### config.mk
export PLATFORM = sky130hd
export DESIGN_NAME = psg_bus_write_decoder_flat
export DESIGN_NICKNAME = d
export VERILOG_FILES = /design/src/rtl/psg_bus_write_decoder_if.sv /design/src/rtl/psg_bus_write_decoder.sv /design/src/flat_wrapper.sv
export SDC_FILE = /design/constraint.sdc
export NUM_CORES = 1
export LEC_CHECK = 0
export ABC_AREA = 1
export BUFFER_PORTS_ARGS = -buffer_cell sky130_fd_sc_hd__buf_2
export CORE_AREA = 10 10 97 99
export DETAILED_ROUTE_END_ITERATION = 8
export DIE_AREA = 0 0 107 109
export PLACE_DENSITY = 0.62
export SYNTH_ARGS = -nofsm -noshare
export SYNTH_HDL_FRONTEND = slang
export SYNTH_SLANG_ARGS = --single-unit
### constraint.sdc
create_clock -name clk -period 4 [get_ports clk]
set_clock_uncertainty 0.1 [all_clocks]
set_input_delay 1 -clock clk [delete_from_list [all_inputs] [get_ports clk]]
set_output_delay 1 -clock clk [all_outputs]
set_load 0.01 [all_outputs]
### src/rtl/psg_bus_write_decoder_if.sv
// CPU-side write bus of the PSG register decoder: data byte, write strobe and
// the idle/ready handshake back to the CPU.
interface psg_bus_write_decoder_if;
    logic [7:0] data_in;
    logic       wr_n;
    logic       ready;

    modport master (output data_in, output wr_n, input ready);
    modport slave  (input data_in, input wr_n, output ready);
endinterface

### src/rtl/psg_bus_write_decoder.sv
// SN76489-style latch/data write decoder and PSG control register file.
// Optional PSG_DATA_WRITES_ALL_EN: data bytes also update volume/noise registers.
module psg_bus_write_decoder #(
    parameter int NUM_TONES                = 3,
    parameter int ATTENUATION_CONTROL_BITS = 4,
    parameter int FREQUENCY_COUNTER_BITS   = 10,
    parameter int NOISE_CONTROL_BITS       = 3,
    parameter int WRITE_BUSY_CYCLES        = 32
) (
    input  logic clk,
    input  logic reset,
    psg_bus_write_decoder_if.slave bus,
    output logic [(NUM_TONES+1)*ATTENUATION_CONTROL_BITS-1:0] attn_flat,
    output logic [NUM_TONES*FREQUENCY_COUNTER_BITS-1:0]       freq_flat,
    output logic [NOISE_CONTROL_BITS-1:0]                     noise_ctrl,
    output logic noise_reset,
    output logic write_overrun
);
    localparam int AB = ATTENUATION_CONTROL_BITS;
    localparam int FB = FREQUENCY_COUNTER_BITS;

    logic [AB-1:0] attn [NUM_TONES+1];
    logic [FB-1:0] freq [NUM_TONES];
    logic [NOISE_CONTROL_BITS-1:0] noise_q;
    logic [1:0] latch_ch;
    logic       latch_vol;
    logic       s1, s2, s3;
    logic       ready_q;
    logic [7:0] busy_cnt;
    logic [7:0] d;
    logic       strobe;
    logic       accept;

    assign d      = bus.data_in;
    assign strobe = !s2 && s3;
    assign accept = strobe && ready_q;

    always_ff @(posedge clk or posedge reset) begin
        if (reset) begin
            for (int i = 0; i <= NUM_TONES; i++) attn[i] <= '1;
            for (int i = 0; i < NUM_TONES; i++) freq[i] <= '0;
            noise_q       <= '0;
            latch_ch      <= 2'd0;
            latch_vol     <= 1'b0;
            s1            <= 1'b1;
            s2            <= 1'b1;
            s3            <= 1'b1;
            ready_q       <= 1'b1;
            busy_cnt      <= 8'd0;
            noise_reset   <= 1'b0;
            write_overrun <= 1'b0;
        end else begin
            s1          <= bus.wr_n;
            s2          <= s1;
            s3          <= s2;
            noise_reset <= 1'b0;
            if (strobe && !ready_q) write_overrun <= 1'b1;
            if (accept) begin
                ready_q  <= 1'b0;
                busy_cnt <= 8'(WRITE_BUSY_CYCLES);
                if (d[7]) begin
                    latch_ch  <= d[6:5];
                    latch_vol <= d[4];
                    if (d[4]) begin
                        attn[d[6:5]] <= d[AB-1:0];
                    end else if (d[6:5] == 2'd3) begin
                        noise_q     <= d[NOISE_CONTROL_BITS-1:0];
                        noise_reset <= 1'b1;
                    end else begin
                        freq[d[6:5]][3:0] <= d[3:0];
                    end
                end else if (!latch_vol && latch_ch != 2'd3) begin
                    freq[latch_ch][FB-1:4] <= d[5:0];
`ifdef PSG_DATA_WRITES_ALL_EN
                end else if (latch_vol) begin
                    attn[latch_ch] <= d[AB-1:0];
                end else begin
                    noise_q     <= d[NOISE_CONTROL_BITS-1:0];
                    noise_reset <= 1'b1;
`endif
                end
            end else if (!ready_q) begin
                busy_cnt <= busy_cnt - 8'd1;
                if (busy_cnt == 8'd1) ready_q <= 1'b1;
            end
        end
    end

    assign bus.ready  = ready_q;
    assign noise_ctrl = noise_q;

    for (genvar i = 0; i <= NUM_TONES; i++) begin : g_attn
        assign attn_flat[i*AB +: AB] = attn[i];
    end
    for (genvar i = 0; i < NUM_TONES; i++) begin : g_freq
        assign freq_flat[i*FB +: FB] = freq[i];
    end
endmodule

### src/flat_wrapper.sv
// flat-port wrapper written by rule: the top's interface ports become plain ports
module psg_bus_write_decoder_flat 
#(
    parameter int NUM_TONES                = 3,
    parameter int ATTENUATION_CONTROL_BITS = 4,
    parameter int FREQUENCY_COUNTER_BITS   = 10,
    parameter int NOISE_CONTROL_BITS       = 3,
    parameter int WRITE_BUSY_CYCLES        = 32
)
  (clk, reset, attn_flat, freq_flat, noise_ctrl, noise_reset, write_overrun, bus_data_in, bus_wr_n, bus_ready);
  psg_bus_write_decoder_if bus_i ();
  input  logic clk;
  input  logic reset;
  output logic [(NUM_TONES+1)*ATTENUATION_CONTROL_BITS-1:0] attn_flat;
  output logic [NUM_TONES*FREQUENCY_COUNTER_BITS-1:0] freq_flat;
  output logic [NOISE_CONTROL_BITS-1:0] noise_ctrl;
  output logic noise_reset;
  output logic write_overrun;
  input wire logic [$bits(bus_i.data_in)-1:0] bus_data_in;
  input wire logic [$bits(bus_i.wr_n)-1:0] bus_wr_n;
  output wire logic [$bits(bus_i.ready)-1:0] bus_ready;
  assign bus_i.data_in = bus_data_in;
  assign bus_i.wr_n = bus_wr_n;
  assign bus_ready = bus_i.ready;
  psg_bus_write_decoder #(.NUM_TONES(NUM_TONES), .ATTENUATION_CONTROL_BITS(ATTENUATION_CONTROL_BITS), .FREQUENCY_COUNTER_BITS(FREQUENCY_COUNTER_BITS), .NOISE_CONTROL_BITS(NOISE_CONTROL_BITS), .WRITE_BUSY_CYCLES(WRITE_BUSY_CYCLES)) u_core (.clk(clk), .reset(reset), .bus(bus_i), .attn_flat(attn_flat), .freq_flat(freq_flat), .noise_ctrl(noise_ctrl), .noise_reset(noise_reset), .write_overrun(write_overrun));
endmodule
==> summary.txt, run 1 <==
Outcome
  – Status: finished, final reports clean

Setup path
  – Crit. End Element: primary output
  – Worst path cell trace: buf_2
  – Top delay family on crit path: flip-flops
  – Critical path arrival: 1090 ps
  – Worst Path Buf+Inv: 1
  – Max incr delay on CP: 590 ps
  – Worst Path Required: 2900 ps
  – Crit path launch type: register
  – WP depth: 1
  – Crit path kind: reg2out
  – Slowest cell on crit path: dfstp_2
  – CP Max Fanout: 7
  – Reg2Reg Depth: 5

Global route
  – First-pass GRT wire length: 11800 microns
  – Gr usage total: 0.129
  – Vias in the first global route: 2389
  – GRT overflow: 0
  – Largest net degree at the start of global routing: 36
  – Initial antenna violation count: 1

STA
  – PnR worst setup slack: 1810 ps
  – Tmin final: 2190 ps
  – Final period util: 0.547
  – TNS Setup: 0 ps
  – Final Max Tran Viols: 0
  – Setup violators final: 0
  – RSZ-0062 raised after global routing: false
  – Slew margin rel.: 0.413
  – Max Fclk: 457 MHz
  – Final Hold Violating Endpoints: 0
  – Tightest Pin Transition: 878 ps

Layout
  – Final core occ: 0.468
  – Layout Area Growth over Synthesis: 20.2%
  – Nets: 388
  – Final instance area: 3520 sq um
  – Share of cells above drive strength 1: 0.308

Yosys
  – Post-Synth Adder-Cell Area: 0.00854
  – Synth cell types: 25
  – Cell area after synthesis: 2930 sq um
  – Synthesis Warnings: 0
  – Sequential-to-total area share from yosys stat: 0.572
  – Compound-cell area share of the yosys netlist: 0.0516
  – Syn_area_per_cell: 9.37 sq um
  – Simple-Gate Fraction of Synth Area: 0.303
  – Largest family of logic cells by synthesized area: simple AND/OR/NAND/NOR gates
  – Synthesized instance count: 313
  – Number of synthesized register bits: 66
  – Mux contribution to synthesized area: 0
  – Xor/xnor cell area share of the yosys netlist: 0
  – Post-synth net total: 326

Place
  – Place WS: 1480 ps
  – Placed wire-length estimate: 5150 microns
  – Placed cell area: 3290 sq um
  – GP Congestion: 0.806
  – Port buffer count: 62

Power and ir drop
  – Total power: 1.41 mW
  – Leak Pwr: 1.97 nW
  – Max IR drop VDD: 0.183 mV
  – Pwr/cell area: 401 nW/um^2

Floorplanning
  – # rows: 32
  – Die area: 11700 sq um
  – Core ar.: 7530 sq um
  – Io pins: 63
  – Initial Util: 0.389
  – Chip width: 107 microns
  – Die Y: 109 microns

Clock network
  – Reg clk slew, reported paths: 80 ps
  – CTS buffer count: 9
  – CTS sink cnt: 66
  – H-tree Lvls: 3
  – Root Buffer: clkbuf_8
  – CTS tree: yes
  – Post-cts resize count: 0
  – Post-CTS setup buffers: 0
  – Clk_lat worst skew: 350 ps
  – Hold_buf cts: 0
  – Clock Tree Buf Depth: 2

Drt
  – Overall routed net length: 7030 microns
  – Post-route ant nets: 0
  – WL/cell: 14.6 microns
  – DRC Markers: 0
  – Initial DRC Count: 94
  – Pre-antenna DRT Iters: 4
  – Vias per cell: 4.79
  – Vias post-DR: 2314

Worst hold path
  – Hold path cells: 0
  – HP Class: reg2reg

Job
  – Max-cap violation count: 0
-- sequential cells by signal (all words and copies together) (netlist names) --
register and cells:
u_core.attn_flat 16, u_core.bus.ready 1, u_core.busy_cnt 8, u_core.freq_flat 30
u_core.latch_ch 2, u_core.latch_vol 1, u_core.noise_ctrl 3, u_core.noise_reset 1
u_core.s1 1, u_core.s2 1, u_core.s3 1, u_core.write_overrun 1
-- area by class of cell --
class	count	area, sq um
inverters	26	98.8
flip-flops and latches	66	1680
clock buffers	10	149
diodes	1	2.50
fillers	780	4000
clock inverters	6	87.6
multi-input cells	209	1060
repair buffers	63	318
well taps	102	128
-- synthesized netlist by cell type --
library cell  number  area (sq um)
inv_2              2          7.51
nand2_4            5          56.3
nand2_1          103           387
nor2_8             2          40.0
nor2_2             1          6.26
o22ai_1            1          6.26
nor2_1            14          52.6
nor2_4             1          11.3
nor3_2             2          20.0
nand4_1           35           219
nand3_2            2          20.0
clkinv_2           1          5.00
nand3_1           12          60.1
nor3_4             1          16.3
o21ai_0            7          35.0
dfstp_2           20           526
o21ai_1           17          85.1
buf_6              5          56.3
buf_2              4          20.0
o21bai_1           2          15.0
inv_1             23          86.3
clkbuf_2           3          15.0
ha_1               2          25.0
dfrtp_1           46          1150
a21oi_1            2          10.0
-- metrics by stage --
| step | instances | hold slack (ps) |
|---|---|---|
| floorplan | 313 | 245 |
| global placement | 466 | 246 |
| CTS | 482 | 259 |
| finish | 483 | 259 |
| global route | 482 | 268 |
| detailed placement | 466 | 247 |
-- where the power goes --
group	internal (mW)	switching (mW)
clock	0.389	0.273
combinational	0.0141	0.0550
sequential	0.677	0.00431
-- final timing paths --
path	endpoint	slack [ps]	startpoint
max	bus_ready	1810	u_core.bus.ready
min	u_core.s2	260	u_core.s1
max reg2reg	u_core.freq_flat[25]	2110	u_core.bus.ready
min reg2reg	u_core.s2	260	u_core.s1
max in group asynchronous	u_core.attn_flat[1]	2230	reset
min in group asynchronous	u_core.busy_cnt[7]	670	reset
-- metal layers --
metal | up-vias | global-route usage | share of wire
li1 | 1159 | - | -
met1 | 1087 | 0.153 | 0.44
met2 | 55 | 0.195 | 0.45
met3 | 13 | 0.0560 | 0.081
met4 | 0 | 0.0667 | 0.021
met5 | - | 0 | 0
-- kinds of logic (layout without fill, tap and decap cells) --
family	Yosys count	after routing
AOI/OAI and AO/OA	29	29
other	0	1
buffers and inverters	38	105
and+or+nand+nor	178	178
adders and majority gates	2	2
DFF	66	66
-- cells in the final DEF (no fill, tap or decap), types with 2 or more instances in the layout --
cell type / instances
a21oi_1: 2
buf_2: 62
bufinv_16: 2
clkbuf_8: 9
clkinv_2: 3
clkinv_4: 2
dfrtp_1: 46
dfstp_2: 20
ha_1: 2
inv_1: 22
inv_2: 3
nand2_1: 103
nand2_4: 5
nand3_1: 12
nand3_2: 2
nand4_1: 35
nor2_1: 14
nor2_8: 2
nor3_2: 2
o21ai_0: 7
o21ai_1: 17
o21bai_1: 2
Power figures use the tool's default switching activity.
==> inputs of run 2 (changes only) <==
--- a/config.mk
+++ b/config.mk
@@ -10,7 +10,7 @@
 export CORE_AREA = 10 10 97 99
 export DETAILED_ROUTE_END_ITERATION = 8
 export DIE_AREA = 0 0 107 109
-export PLACE_DENSITY = 0.62
+export PLACE_DENSITY = 0.64
 export SYNTH_ARGS = -nofsm -noshare
 export SYNTH_HDL_FRONTEND = slang
 export SYNTH_SLANG_ARGS = --single-unit
==> constraint.sdc (replaced) <==
create_clock -name clk -period 1.85 [get_ports clk]
set_clock_uncertainty 0.1 [all_clocks]
set_input_delay 0.4625 -clock clk [delete_from_list [all_inputs] [get_ports clk]]
set_output_delay 0.4625 -clock clk [all_outputs]
set_load 0.01 [all_outputs]
==> run 2 against run 1 <==
Net effect:
- flip-flop and latch count did not move
- combinational power increased to 2.5 times the previous value
- first-iteration DRC count rose by 54%
- global-route usage about the same
- clock power is 80% higher
==> summary.txt, run 2 (same netlist as run 1, synthesis figures left out) <==
Floorplanning
  – Die area: 11700 sq um
  – Io pins: 63
  – Die Y: 109 microns
  – Initial Util: 0.389
  – Core ar.: 7530 sq um
  – # rows: 32
  – Chip width: 107 microns

Place
  – Place WS: 97.3 ps
  – Placed wire-length estimate: 5300 microns
  – Placed cell area: 3370 sq um
  – Total placed cells including tap cells: 473
  – Port buffer count: 62
  – GP Congestion: 0.763

Worst hold path
  – HP Class: in2async

Drt
  – Initial DRC Count: 145
  – Post-route ant nets: 0
  – DRC Markers: 0
  – Vias per cell: 4.80
  – WL/cell: 14.7 microns
  – Pre-antenna DRT Iters: 4
  – Overall routed net length: 7200 microns
  – Vias post-DR: 2352

Setup path
  – Crit path kind: reg2out
  – Crit path launch type: register
  – Max incr delay on CP: 600 ps
  – CP Max Fanout: 7
  – Worst Path Required: 1290 ps
  – Critical path arrival: 1090 ps
  – Slowest cell on crit path: dfstp_2
  – Worst Setup SP: u_core.bus.ready
  – Worst Path Buf+Inv: 1
  – Top delay family on crit path: flip-flops
  – Worst flop-to-flop path startpoint: u_core.bus.ready
  – Crit. End Element: primary output
  – Worst path cell trace: buf_2

Power and ir drop
  – Total power: 2.83 mW
  – Logic pwr share: 0.061
  – Sw power: 0.739 mW
  – P_int: 2.09 mW
  – Leak Pwr: 1.99 nW
  – Clock Power Share: 0.419
  – Sw Share: 0.261
  – Max IR drop VDD: 0.415 mV
  – Seq pwr share: 0.520
  – Pwr/cell area: 795 nW/um^2

Clock network
  – Hold_buf cts: 0
  – Post-cts resize count: 0
  – Clk_lat worst skew: 340 ps
  – Root Buffer: clkbuf_8
  – Post-CTS setup buffers: 0
  – CTS tree: yes
  – Reg clk slew, reported paths: 80 ps
  – CTS buffer count: 9
  – H-tree Lvls: 3
  – Clock Tree Buf Depth: 2
  – CTS sink cnt: 66

STA
  – RSZ-0062 raised after global routing: false
  – Max Fclk: 604 MHz
  – PnR worst setup slack: 195 ps
  – Tightest Pin Transition: 379 ps
  – Tmin final: 1650 ps
  – Final period util: 0.895
  – TNS Setup: 0 ps
  – Hold slack final: 89.8 ps
  – Final Max Tran Viols: 0
  – Setup violators final: 0
  – Slew margin rel.: 0.747
  – Final Hold Violating Endpoints: 0

Layout
  – Max FFs per register: 30
  – Nets: 395
  – Share of cells above drive strength 1: 0.320
  – Final core occ: 0.473
  – Most frequent cells in the layout: nand2_1, buf_2, dfrtp_1
  – Non-filler cells, final: 490
  – Final instance area: 3560 sq um
  – Commonest non-fill, non-tap cell in the layout: nand2_1
  – Layout Area Growth over Synthesis: 21.5%

Global route
  – Gr usage total: 0.129
  – Vias in the first global route: 2398
  – GRT overflow: 0
  – Initial antenna violation count: 1
  – First-pass GRT wire length: 12000 microns
  – Largest net degree at the start of global routing: 67

Outcome
  – Status: finished, final reports clean

Job
  – Max-cap violation count: 0
run 2: cell count changes in the layout (fill, tap and decap cells not counted), sizes merged:
cell / change
buf: +7
inv: +4
clkinv: -3
bufinv: -2
clkinvlp: +1
run 2: final cells by class:
type | instances | area, sq um
Fill cell | 772 | 3970
Clock buffer | 10 | 149
Inverter | 26 | 103
Tap cell | 102 | 128
Antenna cell | 1 | 2.50
Clock inverter | 6 | 43.8
Timing Repair Buffer | 70 | 395
Multi-Input combinational cell | 209 | 1060
Sequential cell | 66 | 1680
run 2: power by group through the flow:
stage	clock network, mW	registers, mW	logic, mW
after floorplan	0	1.50	0.102
after CTS	1.21	1.47	0.175
final	1.19	1.47	0.173
after global placement	0	1.50	0.171
after detailed placement	0	1.50	0.175
after global routing	1.29	1.48	0.191
run 2: metal layers:
layer | up-vias | global-route usage | share of wire
met1 | 1106 | 0.159 | 0.46
met4 | 0 | 0.0677 | 0.017
met2 | 61 | 0.203 | 0.47
met5 | - | 0 | 0
li1 | 1175 | - | -
met3 | 10 | 0.0342 | 0.054
run 2: final timing paths:
check                                        to  slack, ps  cells past startpoint
max                                   bus_ready        200                      1
min                        u_core.write_overrun         90                      3
max reg2reg                u_core.attn_flat[12]        240                      5
min reg2reg                           u_core.s2        270                      0
max in group asynchronous  u_core.attn_flat[11]       1240                      3
min in group clk                      u_core.s1        110                      1
==> inputs of run 3 (changes only) <==
--- a/config.mk
+++ b/config.mk
@@ -8,9 +8,11 @@
 export ABC_AREA = 1
 export BUFFER_PORTS_ARGS = -buffer_cell sky130_fd_sc_hd__buf_2
 export CORE_AREA = 10 10 97 99
+export CTS_CLUSTER_SIZE = 20
 export DETAILED_ROUTE_END_ITERATION = 8
 export DIE_AREA = 0 0 107 109
-export PLACE_DENSITY = 0.64
+export HOLD_SLACK_MARGIN = 0.08
+export PLACE_DENSITY = 0.62
 export SYNTH_ARGS = -nofsm -noshare
 export SYNTH_HDL_FRONTEND = slang
 export SYNTH_SLANG_ARGS = --single-unit
==> constraint.sdc (replaced) <==
create_clock -name clk -period 2.05 [get_ports clk]
set_clock_uncertainty 0.1 [all_clocks]
set_input_delay 0.5125 -clock clk [delete_from_list [all_inputs] [get_ports clk]]
set_output_delay 0.5125 -clock clk [all_outputs]
set_load 0.01 [all_outputs]
==> run 3 against run 2 <==
Net effect:
- first-iteration DRC count is 14% higher
- clock-buffer cell count rose by 3
- die area is the same
- total power fell by 11%
==> summary.txt, run 3 (same netlist as run 1, synthesis figures left out) <==
Clock network
  – Root Buffer: clkbuf_8
  – Clock Tree Buf Depth: 2
  – CTS buffer count: 9
  – H-tree Lvls: 3
  – CTS sink cnt: 66
  – Post-cts resize count: 0
  – Clk_lat worst skew: 340 ps
  – Post-CTS setup buffers: 0
  – Reg clk slew, reported paths: 70 ps
  – Hold_buf cts: 0
  – CTS tree: yes

Setup path
  – Worst Setup SP: u_core.bus.ready
  – Worst path cell trace: buf_2
  – Critical path arrival: 1070 ps
  – CP Max Fanout: 7
  – Crit. End Element: primary output
  – Crit path launch type: register
  – Worst reg2reg setup slack: 380 ps
  – Max incr delay on CP: 590 ps
  – Worst Path Required: 1440 ps
  – Top delay family on crit path: flip-flops
  – Worst Path Buf+Inv: 1
  – Crit path kind: reg2out
  – Reg2Reg Depth: 5
  – Worst flop-to-flop path startpoint: u_core.s2
  – Crit path capture: bus_ready
  – WP depth: 1
  – Reg2reg end: u_core.freq_flat[13]
  – Slowest cell on crit path: dfstp_2

Drt
  – Overall routed net length: 7140 microns
  – Vias post-DR: 2351
  – WL/cell: 14.7 microns
  – Initial DRC Count: 165
  – DRC Markers: 0
  – Post-route ant nets: 0
  – Vias per cell: 4.83
  – Pre-antenna DRT Iters: 4

Floorplanning
  – Die area: 11700 sq um
  – Io pins: 63
  – Die Y: 109 microns
  – # rows: 32
  – Core ar.: 7530 sq um
  – Initial Util: 0.389
  – Chip width: 107 microns

Layout
  – Share of cells above drive strength 1: 0.306
  – Nets: 393
  – Non-filler cells, final: 487
  – Fillers: 784
  – Final instance area: 3520 sq um
  – Inserted Diodes: 0
  – Most frequent cells in the layout: nand2_1, buf_2, dfrtp_1
  – Layout Area Growth over Synthesis: 20.0%
  – Commonest non-fill, non-tap cell in the layout: nand2_1
  – Max FFs per register: 30

STA
  – Final Max Tran Viols: 0
  – TNS Setup: 0 ps
  – RSZ-0062 raised after global routing: false
  – Max Fclk: 594 MHz
  – Tmin final: 1680 ps
  – Final Hold Violating Endpoints: 0
  – Final period util: 0.822
  – PnR worst setup slack: 366 ps
  – Tightest Pin Transition: 379 ps
  – Slew margin rel.: 0.747
  – Setup violators final: 0

Place
  – GP Congestion: 0.831
  – Placed wire-length estimate: 5120 microns
  – Total placed cells including tap cells: 471
  – Port buffer count: 62
  – Place WS: 222 ps
  – Placed cell area: 3340 sq um

Power and ir drop
  – Leak Pwr: 1.97 nW
  – Max IR drop VDD: 0.357 mV
  – Pwr/cell area: 713 nW/um^2

Job
  – Max-cap violation count: 0

Global route
  – GRT overflow: 0
  – Initial antenna violation count: 0
  – First-pass GRT wire length: 12100 microns
  – Vias in the first global route: 2369
  – Gr usage total: 0.131
  – Largest net degree at the start of global routing: 67

Outcome
  – Status: finished, final reports clean

Worst hold path
  – HP Class: in2async
==> run 3: changes by cell type in the layout (fill, tap and decap cells not counted) <==
| cell | before | now |
|---|---|---|
| buf_12 | 2 | 1 |
| buf_4 | 6 | 5 |
| bufinv_16 | 0 | 1 |
| clkbuf_1 | 0 | 4 |
| clkbuf_16 | 1 | 0 |
| clkinv_2 | 2 | 3 |
| diode_2 | 1 | 0 |
| inv_4 | 2 | 0 |
| inv_6 | 3 | 0 |
==> run 3: through the flow <==
stage | hold WS [ps] | utilization | power [mW]
floorplan | 245 | - | 1.45
global placement | 247 | 0.444 | 1.50
detailed placement | 256 | 0.444 | 1.50
CTS | 152 | 0.467 | 2.54
global route | 151 | 0.467 | 2.62
finish | 166 | 0.467 | 2.51
==> run 3: per-layer routing <==
metal	GRT usage	up-vias	share of wire	wire length (microns)
met1	0.168	1108	0.44	3180
li1	-	1171	-	-
met2	0.195	63	0.46	3290
met4	0.0464	0	0.014	97
met3	0.0537	9	0.080	570
met5	0	-	0	0
==> run 3: layout make-up <==
| cell class | count | area [sq um] | share of cell area |
|---|---|---|---|
| repair buffers | 68 | 368 | 0.105 |
| clock inverters | 3 | 40.0 | 0.0114 |
| multi-input cells | 209 | 1060 | 0.303 |
| well taps | 102 | 128 | 0.0363 |
| inverters | 26 | 103 | 0.0292 |
| flip-flops and latches | 66 | 1680 | 0.477 |
| clock buffers | 13 | 139 | 0.0395 |
==> run 3: where the power goes <==
group	internal [mW]	leakage, nW	switching, mW	total (mW)
registers	1.32	0.808	0.00906	1.33
clock network	0.560	0.0914	0.471	1.03
logic	0.0357	1.07	0.110	0.146
==> run 3: worst min path at each step <==
stage | slack [ps] | depth (start not counted) | end | start
2_1_floorplan | 250 | 0 | u_core.s2 | u_core.s1
3_3_place_gp | 250 | 0 | u_core.s2 | u_core.s1
3_5_place_dp | 260 | 0 | u_core.s2 | u_core.s1
4_1_cts | 150 | 1 | u_core.s1 | bus_wr_n
5_1_grt | 150 | 1 | u_core.s1 | bus_wr_n
6_report | 170 | 3 | u_core.latch_ch[1] | reset
